File: config.mk
export PLATFORM = sky130hd
export DESIGN_NAME = ats_eligibility_scheduler_flat
export DESIGN_NICKNAME = d
export VERILOG_FILES = /design/src/rtl/ats_eligibility_scheduler_if.sv /design/src/rtl/ats_eligibility_scheduler.sv /design/src/flat_wrapper.sv
export SDC_FILE = /design/constraint.sdc
export NUM_CORES = 2
export LEC_CHECK = 0
export ABC_AREA = 1
export BUFFER_PORTS_ARGS = -buffer_cell sky130_fd_sc_hd__buf_2
export CORE_MARGIN = 10
export CORE_UTILIZATION = 60
export DETAILED_ROUTE_END_ITERATION = 7
export PLACE_DENSITY = 0.78
export SLEW_MARGIN = 20
export SYNTH_ARGS = -nofsm -noshare
export SYNTH_HDL_FRONTEND = slang
export SYNTH_SLANG_ARGS = --single-unit
File: constraint.sdc
create_clock -name clk -period 6.8 [get_ports clk]
set_input_delay 0.68 -clock clk [delete_from_list [all_inputs] [get_ports clk]]
set_output_delay 0.68 -clock clk [all_outputs]
set_load 0.05 [all_outputs]
File: src/rtl/ats_eligibility_scheduler_if.sv
// Descriptor handshake bundle for ats_eligibility_scheduler.
// The s_desc_* signals carry frames in; the m_desc_* signals release them to transmit selection.
interface ats_eligibility_scheduler_if #(
    parameter int unsigned TIMESTAMP_WIDTH    = 72,
    parameter int unsigned FRAME_LENGTH_WIDTH = 16
);
    logic [FRAME_LENGTH_WIDTH-1:0] s_desc_len;
    logic [TIMESTAMP_WIDTH-1:0]    s_desc_arrival;
    logic                          s_desc_valid;
    logic                          s_desc_ready;

    logic [FRAME_LENGTH_WIDTH-1:0] m_desc_len;
    logic [TIMESTAMP_WIDTH-1:0]    m_desc_elig;
    logic                          m_desc_drop;
    logic                          m_desc_valid;
    logic                          m_desc_ready;

    modport master (
        output s_desc_len, s_desc_arrival, s_desc_valid, m_desc_ready,
        input  s_desc_ready, m_desc_len, m_desc_elig, m_desc_drop, m_desc_valid
    );

    modport slave (
        input  s_desc_len, s_desc_arrival, s_desc_valid, m_desc_ready,
        output s_desc_ready, m_desc_len, m_desc_elig, m_desc_drop, m_desc_valid
    );
endinterface

File: src/rtl/ats_eligibility_scheduler.sv
// Per-stream 802.1Qcr token-bucket eligibility scheduler: computes eligibility and holds each descriptor until the timer reaches it.
// Define ATS_SCHEDULER_DROP_EN to enable the max-residence drop check.
module ats_eligibility_scheduler #(
    parameter int unsigned TIMESTAMP_WIDTH    = 72,
    parameter int unsigned FRAME_LENGTH_WIDTH = 16,
    parameter int unsigned RATE_WIDTH         = 24,
    parameter int unsigned BURST_WIDTH        = 24
) (
    input  logic                       clk,
    input  logic                       rst,
    input  logic [TIMESTAMP_WIDTH-1:0] ats_scheduler_timer,
    input  logic [RATE_WIDTH-1:0]      cfg_ps_per_byte,
    input  logic [BURST_WIDTH-1:0]     cfg_burst_bytes,
    input  logic [TIMESTAMP_WIDTH-1:0] cfg_max_residence,
    ats_eligibility_scheduler_if.slave desc
);
    localparam int unsigned LEN_PROD_W   = FRAME_LENGTH_WIDTH + RATE_WIDTH;
    localparam int unsigned BURST_PROD_W = BURST_WIDTH + RATE_WIDTH;

    typedef enum logic [2:0] {IDLE, MUL, ELIG, DECIDE, WAIT, OUT} state_t;

    state_t state_q, state_d;

    logic [TIMESTAMP_WIDTH-1:0]    bucket_empty_time;
    logic [TIMESTAMP_WIDTH-1:0]    group_elig_time;
    logic [FRAME_LENGTH_WIDTH-1:0] len_q;
    logic [TIMESTAMP_WIDTH-1:0]    arrival_q;
    logic [RATE_WIDTH-1:0]         rate_q;
    logic [BURST_WIDTH-1:0]        burst_q;
    logic [TIMESTAMP_WIDTH-1:0]    len_dur_q;
    logic [TIMESTAMP_WIDTH-1:0]    e2f_dur_q;
    logic [TIMESTAMP_WIDTH-1:0]    sched_q;
    logic [TIMESTAMP_WIDTH-1:0]    full_q;
    logic [TIMESTAMP_WIDTH-1:0]    elig_q;

    logic [LEN_PROD_W-1:0]         len_prod;
    logic [BURST_PROD_W-1:0]       burst_prod;
    logic [TIMESTAMP_WIDTH-1:0]    sched_c;
    logic [TIMESTAMP_WIDTH-1:0]    elig_c;
    logic                          accept;
    logic                          drop_now;

    assign accept     = (state_q == IDLE) && desc.s_desc_valid;
    assign len_prod   = {{RATE_WIDTH{1'b0}}, len_q} * {{FRAME_LENGTH_WIDTH{1'b0}}, rate_q};
    assign burst_prod = {{RATE_WIDTH{1'b0}}, burst_q} * {{BURST_WIDTH{1'b0}}, rate_q};
    assign sched_c    = bucket_empty_time + len_dur_q;

    // A zero rate disables the bucket term so elig is just max(arrival, group).
    always_comb begin
        elig_c = (arrival_q > group_elig_time) ? arrival_q : group_elig_time;
        if ((rate_q != '0) && (sched_c > elig_c))
            elig_c = sched_c;
    end

`ifdef ATS_SCHEDULER_DROP_EN
    logic [TIMESTAMP_WIDTH-1:0] max_res_q;
    logic                       drop_q;

    always_ff @(posedge clk) begin
        if (rst) begin
            max_res_q <= '0;
            drop_q    <= 1'b0;
        end else if (accept) begin
            max_res_q <= cfg_max_residence;
            drop_q    <= 1'b0;
        end else if ((state_q == DECIDE) && drop_now) begin
            drop_q    <= 1'b1;
        end
    end

    assign drop_now         = elig_q > (arrival_q + max_res_q);
    assign desc.m_desc_drop = drop_q;
`else
    logic unused_max_res;
    assign unused_max_res   = ^cfg_max_residence;
    assign drop_now         = 1'b0;
    assign desc.m_desc_drop = 1'b0;
`endif

    always_ff @(posedge clk) begin
        if (rst) state_q <= IDLE;
        else     state_q <= state_d;
    end

    always_comb begin
        state_d = state_q;
        case (state_q)
            IDLE:    if (desc.s_desc_valid) state_d = MUL;
            MUL:     state_d = ELIG;
            ELIG:    state_d = DECIDE;
            DECIDE:  state_d = drop_now ? OUT : WAIT;
            WAIT:    if (ats_scheduler_timer >= elig_q) state_d = OUT;
            OUT:     if (desc.m_desc_ready) state_d = IDLE;
            default: state_d = IDLE;
        endcase
    end

    always_ff @(posedge clk) begin
        if (rst) begin
            bucket_empty_time <= '0;
            group_elig_time   <= '0;
            len_q             <= '0;
            arrival_q         <= '0;
            rate_q            <= '0;
            burst_q           <= '0;
            len_dur_q         <= '0;
            e2f_dur_q         <= '0;
            sched_q           <= '0;
            full_q            <= '0;
            elig_q            <= '0;
        end else begin
            case (state_q)
                IDLE: if (accept) begin
                    len_q     <= desc.s_desc_len;
                    arrival_q <= desc.s_desc_arrival;
                    rate_q    <= cfg_ps_per_byte;
                    burst_q   <= cfg_burst_bytes;
                end
                MUL: begin
                    len_dur_q <= {{(TIMESTAMP_WIDTH-LEN_PROD_W){1'b0}}, len_prod};
                    e2f_dur_q <= {{(TIMESTAMP_WIDTH-BURST_PROD_W){1'b0}}, burst_prod};
                end
                ELIG: begin
                    sched_q <= sched_c;
                    full_q  <= bucket_empty_time + e2f_dur_q;
                    elig_q  <= elig_c;
                end
                DECIDE: if (!drop_now) begin
                    group_elig_time <= elig_q;
                    // Past bucket_full the bucket overflowed; carry the excess into the empty time.
                    if (elig_q < full_q) bucket_empty_time <= sched_q;
                    else                 bucket_empty_time <= sched_q + elig_q - full_q;
                end
                default: ;
            endcase
        end
    end

    assign desc.s_desc_ready = (state_q == IDLE) && !rst;
    assign desc.m_desc_valid = (state_q == OUT);
    assign desc.m_desc_len   = len_q;
    assign desc.m_desc_elig  = elig_q;
endmodule

File: src/flat_wrapper.sv
// flat-port wrapper written by rule: the top's interface ports become plain ports
module ats_eligibility_scheduler_flat 
#(
    parameter int unsigned TIMESTAMP_WIDTH    = 72,
    parameter int unsigned FRAME_LENGTH_WIDTH = 16,
    parameter int unsigned RATE_WIDTH         = 24,
    parameter int unsigned BURST_WIDTH        = 24
)
  (clk, rst, ats_scheduler_timer, cfg_ps_per_byte, cfg_burst_bytes, cfg_max_residence, desc_s_desc_len, desc_s_desc_arrival, desc_s_desc_valid, desc_m_desc_ready, desc_s_desc_ready, desc_m_desc_len, desc_m_desc_elig, desc_m_desc_drop, desc_m_desc_valid);
  ats_eligibility_scheduler_if #(.TIMESTAMP_WIDTH(TIMESTAMP_WIDTH), .FRAME_LENGTH_WIDTH(FRAME_LENGTH_WIDTH)) desc_i ();
  input  logic clk;
  input  logic rst;
  input  logic [TIMESTAMP_WIDTH-1:0] ats_scheduler_timer;
  input  logic [RATE_WIDTH-1:0] cfg_ps_per_byte;
  input  logic [BURST_WIDTH-1:0] cfg_burst_bytes;
  input  logic [TIMESTAMP_WIDTH-1:0] cfg_max_residence;
  input wire logic [$bits(desc_i.s_desc_len)-1:0] desc_s_desc_len;
  input wire logic [$bits(desc_i.s_desc_arrival)-1:0] desc_s_desc_arrival;
  input wire logic [$bits(desc_i.s_desc_valid)-1:0] desc_s_desc_valid;
  input wire logic [$bits(desc_i.m_desc_ready)-1:0] desc_m_desc_ready;
  output wire logic [$bits(desc_i.s_desc_ready)-1:0] desc_s_desc_ready;
  output wire logic [$bits(desc_i.m_desc_len)-1:0] desc_m_desc_len;
  output wire logic [$bits(desc_i.m_desc_elig)-1:0] desc_m_desc_elig;
  output wire logic [$bits(desc_i.m_desc_drop)-1:0] desc_m_desc_drop;
  output wire logic [$bits(desc_i.m_desc_valid)-1:0] desc_m_desc_valid;
  assign desc_i.s_desc_len = desc_s_desc_len;
  assign desc_i.s_desc_arrival = desc_s_desc_arrival;
  assign desc_i.s_desc_valid = desc_s_desc_valid;
  assign desc_i.m_desc_ready = desc_m_desc_ready;
  assign desc_s_desc_ready = desc_i.s_desc_ready;
  assign desc_m_desc_len = desc_i.m_desc_len;
  assign desc_m_desc_elig = desc_i.m_desc_elig;
  assign desc_m_desc_drop = desc_i.m_desc_drop;
  assign desc_m_desc_valid = desc_i.m_desc_valid;
  ats_eligibility_scheduler #(.TIMESTAMP_WIDTH(TIMESTAMP_WIDTH), .FRAME_LENGTH_WIDTH(FRAME_LENGTH_WIDTH), .RATE_WIDTH(RATE_WIDTH), .BURST_WIDTH(BURST_WIDTH)) u_core (.clk(clk), .rst(rst), .ats_scheduler_timer(ats_scheduler_timer), .cfg_ps_per_byte(cfg_ps_per_byte), .cfg_burst_bytes(cfg_burst_bytes), .cfg_max_residence(cfg_max_residence), .desc(desc_i));
endmodule
After elaboration in Yosys (flattened, before gate mapping)
Index checks and enable logic that the tools add are counted.

word-level totals
  bits in registers = 587
  input port bits = 284
  output and inout port bits = 91
  word-level logic and storage cells = 45

operators by class
  add/subtract/negate cells = 4
  multipliers = 2
  magnitude comparators = 4
  eq/ne operators = 8
  multiplexer cells = 7
  reduce and logical (&&, ||, !) cells = 8

operators by type and width
  kind                                                                     number
  72-bit two-way mux                                                       3
  72-bit greater-than comparator                                           2
  72-bit by 40-bit adder with 72-bit output                                1
  72-bit by 48-bit adder with 72-bit output                                1
  72-bit adder                                                             1
  72-bit >= comparator                                                     1
  72-bit less-than comparator                                              1
  72-bit subtractor                                                        1
  24-bit by 24-bit multiplier with 48-bit output                           1
  16-bit by 24-bit multiplier with 40-bit output                           1
  24-bit nonzero test                                                      1
  3-bit one-hot mux with 6 select lines                                    1
  3-bit two-way mux                                                        3
  3-bit by 2-bit equality test with 1-bit output, second input constant    2
  3-bit equality test, second input constant                               2
  2-bit inequality test, second input constant                             2
  3-bit by 1-bit equality test with 1-bit output, second input constant    1
  1-bit logical AND                                                        3
  3-bit zero test                                                          1
  3-bit AND reduction                                                      1
  2-bit by 1-bit inequality test with 1-bit output, second input constant  1
  2-bit AND reduction                                                      1
  1-bit zero test                                                          1

Depth between registers and ports, before layout
  depth after elaboration = 5
  depth in mapped cells = 37
  mapped depth without buffers = 35

Worst setup path after synthesis
Ideal clock, no wire load.

  path kind = reg-to-reg
  from = reg u_core.burst_q[19]
  to = reg u_core.e2f_dur_q[43]
  library setup time = 0.116 ns
  data arrival time = 6.131 ns
  data required time = 6.684 ns
  setup slack = 0.553 ns
  cell stages (with the launch flop) = 27
  path buffers = 2
  period minus slack after synthesis = 6.247 ns
  path through = dfxtp_1 clkbuf_1 clkbuf_1 nand2_1 fa_1 inv_1 fa_1 inv_1 fa_1 fa_1 inv_1 fa_1 fa_1 inv_1 fa_1 inv_1 ha_1 a21o_1 a21oi_1 a21boi_0 nand2_1 nand2_1 nand3_1 a21oi_1 o21ai_0 o211ai_1 inv_1

between the ends
  word-level cells in the longest chain between the ends = 1

RTL lines
  what                                            RTL line                          source
  start, declared                                 ats_eligibility_scheduler.sv:29   logic [BURST_WIDTH-1:0] burst_q;
  start signal, assigned                          ats_eligibility_scheduler.sv:117  burst_q <= cfg_burst_bytes;
  24-bit by 24-bit multiplier with 48-bit output  ats_eligibility_scheduler.sv:45   assign burst_prod = {{RATE_WIDTH{1'b0}}, burst_q} * {{BURST_WIDTH{1'b0}}, rate_q};
  end signal, assigned                            ats_eligibility_scheduler.sv:121  e2f_dur_q <= {{(TIMESTAMP_WIDTH-BURST_PROD_W){1'b0}}, burst_prod};
  end, declared                                   ats_eligibility_scheduler.sv:31   logic [TIMESTAMP_WIDTH-1:0] e2f_dur_q;

Every way passes these cells.
A chain may end at the register's enable or synchronous reset.

Worst setup path after layout
  from = reg u_core.arrival_q[39]
  to = reg u_core.elig_q[0], in the netlist u_core.desc.m_desc_elig[0]

between the ends
  word-level cells in the longest chain between the ends = 5

RTL lines
  what                            RTL line                          source
  start, declared                 ats_eligibility_scheduler.sv:27   logic [TIMESTAMP_WIDTH-1:0] arrival_q;
  start signal, assigned          ats_eligibility_scheduler.sv:115  arrival_q <= desc.s_desc_arrival;
  72-bit greater-than comparator  ats_eligibility_scheduler.sv:50   elig_c = (arrival_q > group_elig_time) ? arrival_q : group_elig_time;
  72-bit two-way mux *            ats_eligibility_scheduler.sv:50
  72-bit greater-than comparator  ats_eligibility_scheduler.sv:51   if ((rate_q != '0) && (sched_c > elig_c))
  1-bit logical AND               ats_eligibility_scheduler.sv:51
  72-bit two-way mux *            ats_eligibility_scheduler.sv:51
  end signal, assigned            ats_eligibility_scheduler.sv:126  elig_q <= elig_c;
  end, declared                   ats_eligibility_scheduler.sv:34   logic [TIMESTAMP_WIDTH-1:0] elig_q;

Mark *: on every way between the ends. The rest lies on a longest branch, timed or not.

==> impl_metrics.tcl <==
set metrics [dict create \
    rows 134 \
    dominantRegCellSynth "dfxtp_1" \
    crit-reg2reg-launch "u_core.arrival_q[39]" \
    clock_skew_ns 0.06052 \
    clk_pin_slew_ns 0.06 \
    post-dp-hpwl_mm 267.6 \
    port-buffer-count 301 \
    whs_ns 0.2211 \
    drt_iter0_markers 10690 \
    synth-async-reset-ratio_pct 0 \
    crit_top_cell "nand2_1" \
    relSlewSlack_pct 16.08 \
    drt-pass1-iter-count 8 \
    cts_tree "built" \
    fin_ws_ns 0.1312 \
    cts_sinks 587 \
    ant_nets 0 \
    wl_mm 328.3 \
    hold_buffers 0 \
    synth_top_area_share_pct 21.45 \
    cts_root_buf "clkbuf_16" \
    final_common_cell "inv_1" \
    grt.overflow.total 0 \
    finalNetCount 14000 \
    outcome "finished with violations" \
    grt_max_degree 192 \
    crit_path_max_fanout 48 \
    yosysWarnings 0 \
    post-route-period-util_pct 98.07 \
    fin_crit_ns 6.669 \
    worst_pin_slew_ns 1.246 \
    drc 17 \
    die_width_um 386.0 \
    hold_start "desc_s_desc_arrival[27]" \
    area_growth_pct 9.031 \
    start_util_pct 60.29 \
    layout_common_cells "inv_1 (2852), nand2_1 (2695), a21oi_1 (905)" \
    ys_ff_latch 587 \
    end_kind "flop" \
    multi_input_area_um2 55950 \
    failed_checks "design-rule violations" \
    grt_pass1_vias 81840 \
    netlist_area_um2 80350 \
    cap_violations 0 \
    clock.fmax_mhz 150.0 \
    power_mw 43.06 \
    antenna_found_initial 9 \
    syn_nets 13810 \
    core_area_um2 133300 \
    pre_cts_ws_ns 0.02920 \
    slew_viol_final 0 \
    crit_path_start "u_core.arrival_q[39]" \
    path_class "reg2reg" \
    crit_path_start_kind "flop" \
    crit_path_top_delay_cell "dfxtp_1" \
    clock_path_buffers 3 \
    die_area_um2 149000 \
    yosysUniqueCellTypes 58 \
    finalHoldViolations 0 \
    syn_inst 11930 \
    ys_seq_area_share_pct 14.62 \
    cts.htree.levels 3 \
    rsz0062_at_grt "true" \
    hold_class "in2reg" \
    routedWlPerCell_um 23.53 \
    arrival_ns 7.21 \
    synth_area_leaders "fa_1 (21%), dfxtp_1 (15%), inv_1 (13%)" \
    fill_cells 11110 \
    grt_pass1_wl_mm 489.9 \
    dr_total_vias 82530 \
    ff2ff_path_depth 33 \
    synth_area_per_cell_um2 6.737 \
    die_h_um 386.0 \
    regArea_um2 11840 \
    min_path_cells 3 \
    vias_per_cell 5.914 \
    power_density_nw_per_um2 491.5 \
    io_pins 375 \
    clock_latency_ns 0.74 \
    ir_worst_vdd_uv 629.8 \
    setup_violations 0 \
    synth_edf_count 0 \
    finalWeightedCongestion 1.096 \
    grt_util_all_layers_pct 43.40 \
    cts_buffers 76 \
    required_ns 7.34 \
    yosysTopAreaCell "fa_1" \
    slowest_delay_ns 0.41 \
    p_leak_nw 47.83 \
    drive_gt1_share_pct 6.921 \
]
[registers in the layout, indices dropped and copies added, names as in the netlist]
| register | flops |
|---|---|
| u_core.sched_q | 72 |
| u_core.arrival_q | 72 |
| u_core.full_q | 72 |
| u_core.group_elig_time | 72 |
| u_core.bucket_empty_time | 72 |
| u_core.e2f_dur_q | 48 |
| u_core.len_dur_q | 40 |
| u_core.burst_q | 24 |
| u_core.state_q | 3 |
| u_core.rate_q | 24 |
| u_core.desc.m_desc_len | 16 |
| u_core.desc.m_desc_elig | 72 |
[worst max-delay path: cells and delay by family, from the launching register on]
kind	cells	cell delay (ns)
compound gates	1	0.12
flops	1	0.41
simple gates	22	3.56
buf+inv	8	1.58
fa+ha+maj	2	0.65
[area by class of cell]
| class | instances | area share [%] |
|---|---|---|
| Antenna cell | 5 | 0.01428 |
| Inverter | 2857 | 12.25 |
| Timing Repair Buffer | 600 | 4.714 |
| Tap cell | 1768 | 2.525 |
| Clock buffer | 105 | 2.489 |
| Multi-Input combinational cell | 7996 | 63.86 |
| Sequential cell | 587 | 13.51 |
| Clock inverter | 36 | 0.6355 |
[synth_stat cells (all sizes together), types with 2 or more instances]
cell type,n
inv,2856
a22oi,2
nand4,97
nand2,2700
xor2,118
nor4,16
nand3,536
dfxtp,587
a21boi,23
nand3b,29
o221ai,5
nor3,81
and2,78
nand2b,2
a21o,38
o21bai,87
a31oi,26
a21oi,912
nor2,806
o21ai,701
buf,78
and3,6
o21a,37
or2,9
xnor2,41
a221oi,3
o211ai,38
nor3b,2
a211oi,3
a31o,3
fa,861
ha,733
clkbuf,408
[logic make-up (layout without fill, tap and decap cells)]
logic type,after synthesis,in the layout,synth area share (%)
and+or+nand+nor,4362,4362,22.34
buffers and inverters,3344,3598,15.90
AOI/OAI and AO/OA,1880,1880,12.54
adders and majority gates,1594,1594,32.86
DFF,587,587,14.62
xor gates and xnor gates,159,159,1.733
other,1,6,0.004667
[routing by layer]
metal / up-vias / GRT usage [%] / routed length, um
li1: 36730 / - / -
met1: 38730 / 56.07 / 125100
met2: 5621 / 65.20 / 138500
met3: 1443 / 11.15 / 40330
met4: 8 / 25.84 / 24280
met5: - / 0.1949 / 118
[timing repair]
action	CTS	global route
endpoints found under the setup margin	4	54
resized for setup	2	89
setup buffers	0	0
gates cloned	0	0
[metrics by stage]
step / util, % / area (um^2) / cells / setup TNS (ns)
after CTS: 65.57 / 87400 / 13950 / 0
after global routing: 65.72 / 87600 / 13950 / -0.05993
after detailed placement: 63.51 / 84660 / 13810 / 0
final: 65.73 / 87610 / 13950 / 0
after global placement: 63.51 / 84660 / 13810 / 0
after floorplan: - / 80350 / 11930 / 0
[final timing paths]
check,endpoint,slack (ns)
max,u_core.desc.m_desc_elig[0],0.13
min,u_core.arrival_q[27],0.22
max reg2reg,u_core.desc.m_desc_elig[0],0.13
min reg2reg,u_core.arrival_q[4],0.48
[power breakdown]
group | internal (mW) | leakage [nW] | switching (mW)
Clock | 2.59 | 1.32 | 1.94
Combinational | 10.2 | 41.7 | 22.8
Sequential | 4.26 | 4.81 | 1.28
No activity file was read; power rests on OpenSTA's default activity.
